### src/rtl/perf_counter_unit.sv
// Run/halt performance counter block: a saturating cycle counter plus NUM_EVT
// event counters, snapshot shadows and a one-cycle-latency shadow read port.
module perf_counter_unit #(
   parameter  int NUM_EVT = 2,
   parameter  int CNT_W   = 32,
   localparam int SEL_W   = $clog2(NUM_EVT + 1)
) (
   input  logic                 clk_i,
   input  logic                 rst_i,
   input  logic                 start_i,
   input  logic                 stop_i,
   input  logic                 clear_i,
   input  logic [NUM_EVT-1:0]   evt_i,
   input  logic [CNT_W-1:0]     limit_i,
   input  logic                 snap_i,
   input  logic                 rd_req_i,
   input  logic [SEL_W-1:0]     rd_sel_i,
   output logic                 rd_valid_o,
   output logic [CNT_W-1:0]     rd_data_o,
   output logic [1:0]           state_o,
   output logic                 halt_o,
   output logic [NUM_EVT:0]     ovf_o
);

   typedef enum logic [1:0] {
      ST_IDLE = 2'b00,
      ST_RUN  = 2'b01,
      ST_HALT = 2'b10
   } state_t;

   localparam logic [CNT_W-1:0] CNT_MAX = '1;
   localparam logic [SEL_W-1:0] SEL_MAX = SEL_W'(NUM_EVT);

   function automatic logic [CNT_W-1:0] sat_inc(input logic [CNT_W-1:0] v);
      return (v == CNT_MAX) ? v : v + 1'b1;
   endfunction

   state_t               state_q, state_nxt;
   logic [CNT_W-1:0]     lim_q;
   logic [CNT_W-1:0]     cnt_q [NUM_EVT+1];
   logic [CNT_W-1:0]     shd_q [NUM_EVT+1];
   logic [NUM_EVT:0]     ovf_q;
   logic [NUM_EVT:0]     inc_req;
   logic [CNT_W-1:0]     cyc_inc;
   logic                 lim_hit;
   logic                 rd_vld_p1;
   logic [CNT_W-1:0]     rd_data_p1;

   // Slot 0 is the cycle counter and always requests an increment while running.
   assign inc_req = {evt_i, 1'b1};
   assign cyc_inc = sat_inc(cnt_q[0]);
   assign lim_hit = (lim_q != '0) && (cyc_inc == lim_q);

   always_ff @(posedge clk_i or posedge rst_i) begin
      if (rst_i) state_q <= ST_IDLE;
      else       state_q <= state_nxt;
   end

   always_comb begin
      state_nxt = state_q;
      case (state_q)
         ST_IDLE: if (start_i)           state_nxt = ST_RUN;
         ST_RUN:  if (stop_i || lim_hit) state_nxt = ST_HALT;
         ST_HALT: state_nxt = ST_HALT;
         default: state_nxt = ST_IDLE;
      endcase
      if (clear_i) state_nxt = ST_IDLE;
   end

   always_ff @(posedge clk_i or posedge rst_i) begin
      if (rst_i) begin
         lim_q <= '0;
         ovf_q <= '0;
         for (int k = 0; k <= NUM_EVT; k++) begin
            cnt_q[k] <= '0;
            shd_q[k] <= '0;
         end
      end else if (clear_i) begin
         ovf_q <= '0;
         for (int k = 0; k <= NUM_EVT; k++) begin
            cnt_q[k] <= '0;
            shd_q[k] <= '0;
         end
      end else begin
         if (state_q == ST_IDLE && start_i) lim_q <= limit_i;
         for (int k = 0; k <= NUM_EVT; k++) begin
            if (snap_i) shd_q[k] <= cnt_q[k];
            if (state_q == ST_RUN && inc_req[k]) begin
               cnt_q[k] <= sat_inc(cnt_q[k]);
               if (cnt_q[k] == CNT_MAX) ovf_q[k] <= 1'b1;
            end
         end
      end
   end

   // Read stage p1: shadow contents as they stood before this edge's snapshot.
   always_ff @(posedge clk_i or posedge rst_i) begin
      if (rst_i) begin
         rd_vld_p1  <= 1'b0;
         rd_data_p1 <= '0;
      end else begin
         rd_vld_p1  <= rd_req_i;
         rd_data_p1 <= (rd_req_i && rd_sel_i <= SEL_MAX) ? shd_q[rd_sel_i] : '0;
      end
   end

   assign rd_valid_o = rd_vld_p1;
   assign rd_data_o  = rd_data_p1;
   assign state_o    = state_q;
   assign halt_o     = (state_q == ST_HALT);
   assign ovf_o      = ovf_q;

endmodule
### config.mk
export PLATFORM = sky130hd
export DESIGN_NAME = perf_counter_unit
export DESIGN_NICKNAME = d
export VERILOG_FILES = /design/src/rtl/perf_counter_unit.sv
export SDC_FILE = /design/constraint.sdc
export NUM_CORES = 1
export LEC_CHECK = 0
export CORE_MARGIN = 8
export CORE_UTILIZATION = 45
export CTS_BUF_LIST = sky130_fd_sc_hd__clkbuf_16
export CTS_CLUSTER_DIAMETER = 80
export DETAILED_ROUTE_END_ITERATION = 6
export GPL_TIMING_DRIVEN = 0
export PLACE_DENSITY = 0.69
export RECOVER_POWER = 100
export SKIP_CTS_REPAIR_TIMING = 1
export SYNTH_ARGS = -nofsm -noshare
export SYNTH_HDL_FRONTEND = slang
export SYNTH_SLANG_ARGS = --single-unit
### constraint.sdc
create_clock -name clk_i -period 10.4 [get_ports clk_i]
set_input_delay 1.04 -clock clk_i [delete_from_list [all_inputs] [get_ports clk_i]]
set_output_delay 1.04 -clock clk_i [all_outputs]
set_load 0.005 [all_outputs]
==> metrics.txt <==
Post-synth EDFFs 0; CP Capture Type flop; FILL cells 2608; Pwr Density 157.4 nW/um2; half-perimeter wire length after detailed placement 24090 um; synth top area cells dfrtp_1 50%, mux2i_1 10%, nor2_1 6.3%, xnor2_1 3.9%, xor2_1 3.6%; clk_skew 0.008925 ns; Iteration-0 DRC Markers 671; TritonCTS Buffers 28; die area 34790 um2; Hold WS 0.4995 ns; Slew headroom -0.1581; # IOs 82; leading area contributor after synthesis dfrtp_1; clock-pin slew on the worst setup and hold paths 0.06 ns; DR vias/cell 5.404; Synthesized Nets 1350; global-route wire length before repair 53030 um; Switching Share 0.2746; data required time of the worst path 10.84 ns; Setup violations, final 0; worst-path fanout max 10; clock network power share 0.370; Residual DRC 0; pre-CTS setup slack 5.767 ns; post-route setup slack 5.305 ns; FP Rows 62; Hold Path Class flop to flop; Routed WL 32380 um; synthesized flop and latch total 262; total track usage 0.1843; arrival time at the worst endpoint 5.53 ns; # diodes 0; Reg power frac 0.485; post-synthesis async set-or-reset flop share 1.000; nets@finish 1461; Max-cap violations 1; Slew Limit Fails 38; clk_lat worst skew 0.55 ns; Max Clock Freq 196.3 MHz; Layout area overhead 16.31%; Port Buffers 79; min Tclk post-route 5.095 ns; core area 28700 um2; post-synthesis cell type count 60; synthesized area per cell 10.06 um2; htree depth 1; synth warn 0; Setup TNS Final 0 ns; Root Driver clkbuf_16; Initial Utilization 0.4559; worst setup path category flop to flop; Period Utilization, post-route 0.4899; vias in the first global route 9895; RSZ-0062 raised after global routing false; top-area cell type share of the netlist area 0.5010; detailed-route via count 9825; Antenna Nets Post-Route 0; final hold vios 0; worst vdd ir 0.1426 mV; clock sink count 262; total power 0.002396 W; Int Pwr 0.001738 W; total congestion overflow 0; wire per inst 17.81 um; Die X 186.5 um; post-synthesis sequential area ratio 0.5010; antenna violations before repair 0; top_reg_cell synth dfrtp_1; layout cells sized above 1 0.06764; Die Y 186.5 um; most frequent cell after synthesis dfrtp_1; outcome complete, but fails checks; CTS tree done; logic gate share of total power 0.145; CTS max path bufs 3; Util after Layout 0.5303; P_sw 0.0006579 W; violated checks capacitance limit, slew limit; startpoint types flop; top cells by count, synth 262 x dfrtp_1, 218 x nor2_1, 135 x mux2i_1; cell area after synthesis 13090 um2; Synth Instances 1301; worst slew pin tran 1.728 ns; LEAKAGE 6.793 nW; largest net degree at the start of global routing 131; GP Congestion 0.9406; drt first pass iters 7
==> critical path: stages, from the launching register on <==
cell	delay (ns)
dfrtp_1	0.58
ha_1	0.33
nand4_1	0.19
nor4_1	0.92
clkbuf_1	0.53
a22oi_1	0.18
o32ai_1	0.31
o2111ai_1	0.15
or4_1	0.62
or4_1	0.63
and2_0	0.23
a211o_1	0.29
==> cells by family (layout without fill, tap and decap cells) <==
kind of cell	after synthesis	in the layout	share of synthesized area
flip-flops	262	262	0.5010
multiplexers	168	168	0.1317
adder cells (fa/ha/maj)	6	6	0.005737
AND/OR/NAND/NOR	537	537	0.2015
buffers and inverters	96	229	0.02935
AO/OA/AOI/OAI	120	120	0.05584
XOR/XNOR	112	112	0.07496
==> area by class of cell <==
type | count | area [um2] | share of cell area
clock inverter | 24 | 122.6 | 0.008056
timing repair buffer | 81 | 845.8 | 0.05557
buffer | 81 | 324.1 | 0.02129
sequential | 262 | 6556 | 0.4307
multi-input combinational | 943 | 6133 | 0.4030
tap | 384 | 480.5 | 0.03157
inverter | 15 | 57.56 | 0.003781
clock buffer | 28 | 700.7 | 0.04603
==> power groups by stage <==
| stage | registers (W) | clock network (W) | logic [W] |
|---|---|---|---|
| floorplan | 0.00115 | 0 | 0.000260 |
| global placement | 0.00118 | 0 | 0.000343 |
| detailed placement | 0.00118 | 0 | 0.000352 |
| CTS | 0.00116 | 0.000906 | 0.000354 |
| global route | 0.00117 | 0.000948 | 0.000384 |
| finish | 0.00116 | 0.000885 | 0.000348 |
==> cells in the final DEF (no fill, tap or decap), types with 3 or more instances in the layout <==
cell / synthesis / layout
mux2_2: 33 / 33
nor2b_1: 11 / 11
clkbuf_16: 0 / 28
and2_1: 42 / 9
and3_1: 15 / 15
o2111ai_1: 3 / 3
clkbuf_1: 50 / 57
nor4_1: 16 / 17
o21ai_0: 57 / 57
a31oi_1: 3 / 3
inv_1: 15 / 27
or3_1: 19 / 19
nand2_1: 82 / 82
ha_1: 6 / 6
or4_1: 7 / 8
clkinv_2: 0 / 5
a21oi_1: 26 / 26
dfrtp_1: 262 / 262
nand4_1: 28 / 28
nor2_1: 218 / 219
a211oi_1: 8 / 8
nand2b_1: 6 / 6
and4_1: 15 / 15
xnor2_1: 58 / 58
buf_1: 12 / 8
nor3b_1: 5 / 5
buf_2: 19 / 16
xor2_1: 54 / 54
dlygate4sd3_1: 0 / 43
and2_0: 1 / 34
nand3_1: 43 / 43
nor3_1: 14 / 14
clkinv_1: 0 / 5
a22oi_1: 3 / 3
mux2i_1: 135 / 135
clkdlybuf4s50_1: 0 / 36
==> per-layer routing <==
| metal | GRT usage | routed length (um) | up-vias | share of wire |
|---|---|---|---|---|
| met1 | 0.2485 | 14950 | 4790 | 0.46 |
| met3 | 0.02722 | 1399 | 66 | 0.043 |
| met2 | 0.3019 | 14920 | 265 | 0.46 |
| met4 | 0.05956 | 1106 | 0 | 0.034 |
| li1 | - | - | 4704 | - |
| met5 | 0 | 0 | - | 0 |
==> final timing paths <==
check	start	endpoint	slack [ns]	cells past startpoint
max	cnt_q[64]	state_o[1]	5.30	11
min	ovf_o[2]	ovf_o[2]	0.50	2
max reg2reg	cnt_q[64]	state_o[1]	5.30	11
min reg2reg	ovf_o[2]	ovf_o[2]	0.50	2
max in group asynchronous	rst_i	cnt_q[45]	7.39	4
min in group asynchronous	rst_i	state_o[0]	1.37	2
==> registers in the layout, indices dropped and copies added (netlist names) <==
register / flops
cnt_q: 96
shd_q: 96
lim_q: 32
rd_data_o: 32
ovf_o: 3
state_o: 2
rd_valid_o: 1
==> stage by stage <==
| stage | cell area, um2 | std cells |
|---|---|---|
| floorplan | 13090 | 1301 |
| global placement | 14360 | 1764 |
| detailed placement | 14420 | 1766 |
| CTS | 15240 | 1818 |
| global route | 15220 | 1818 |
| finish | 15220 | 1818 |
No activity file was read; power rests on OpenSTA's default activity.
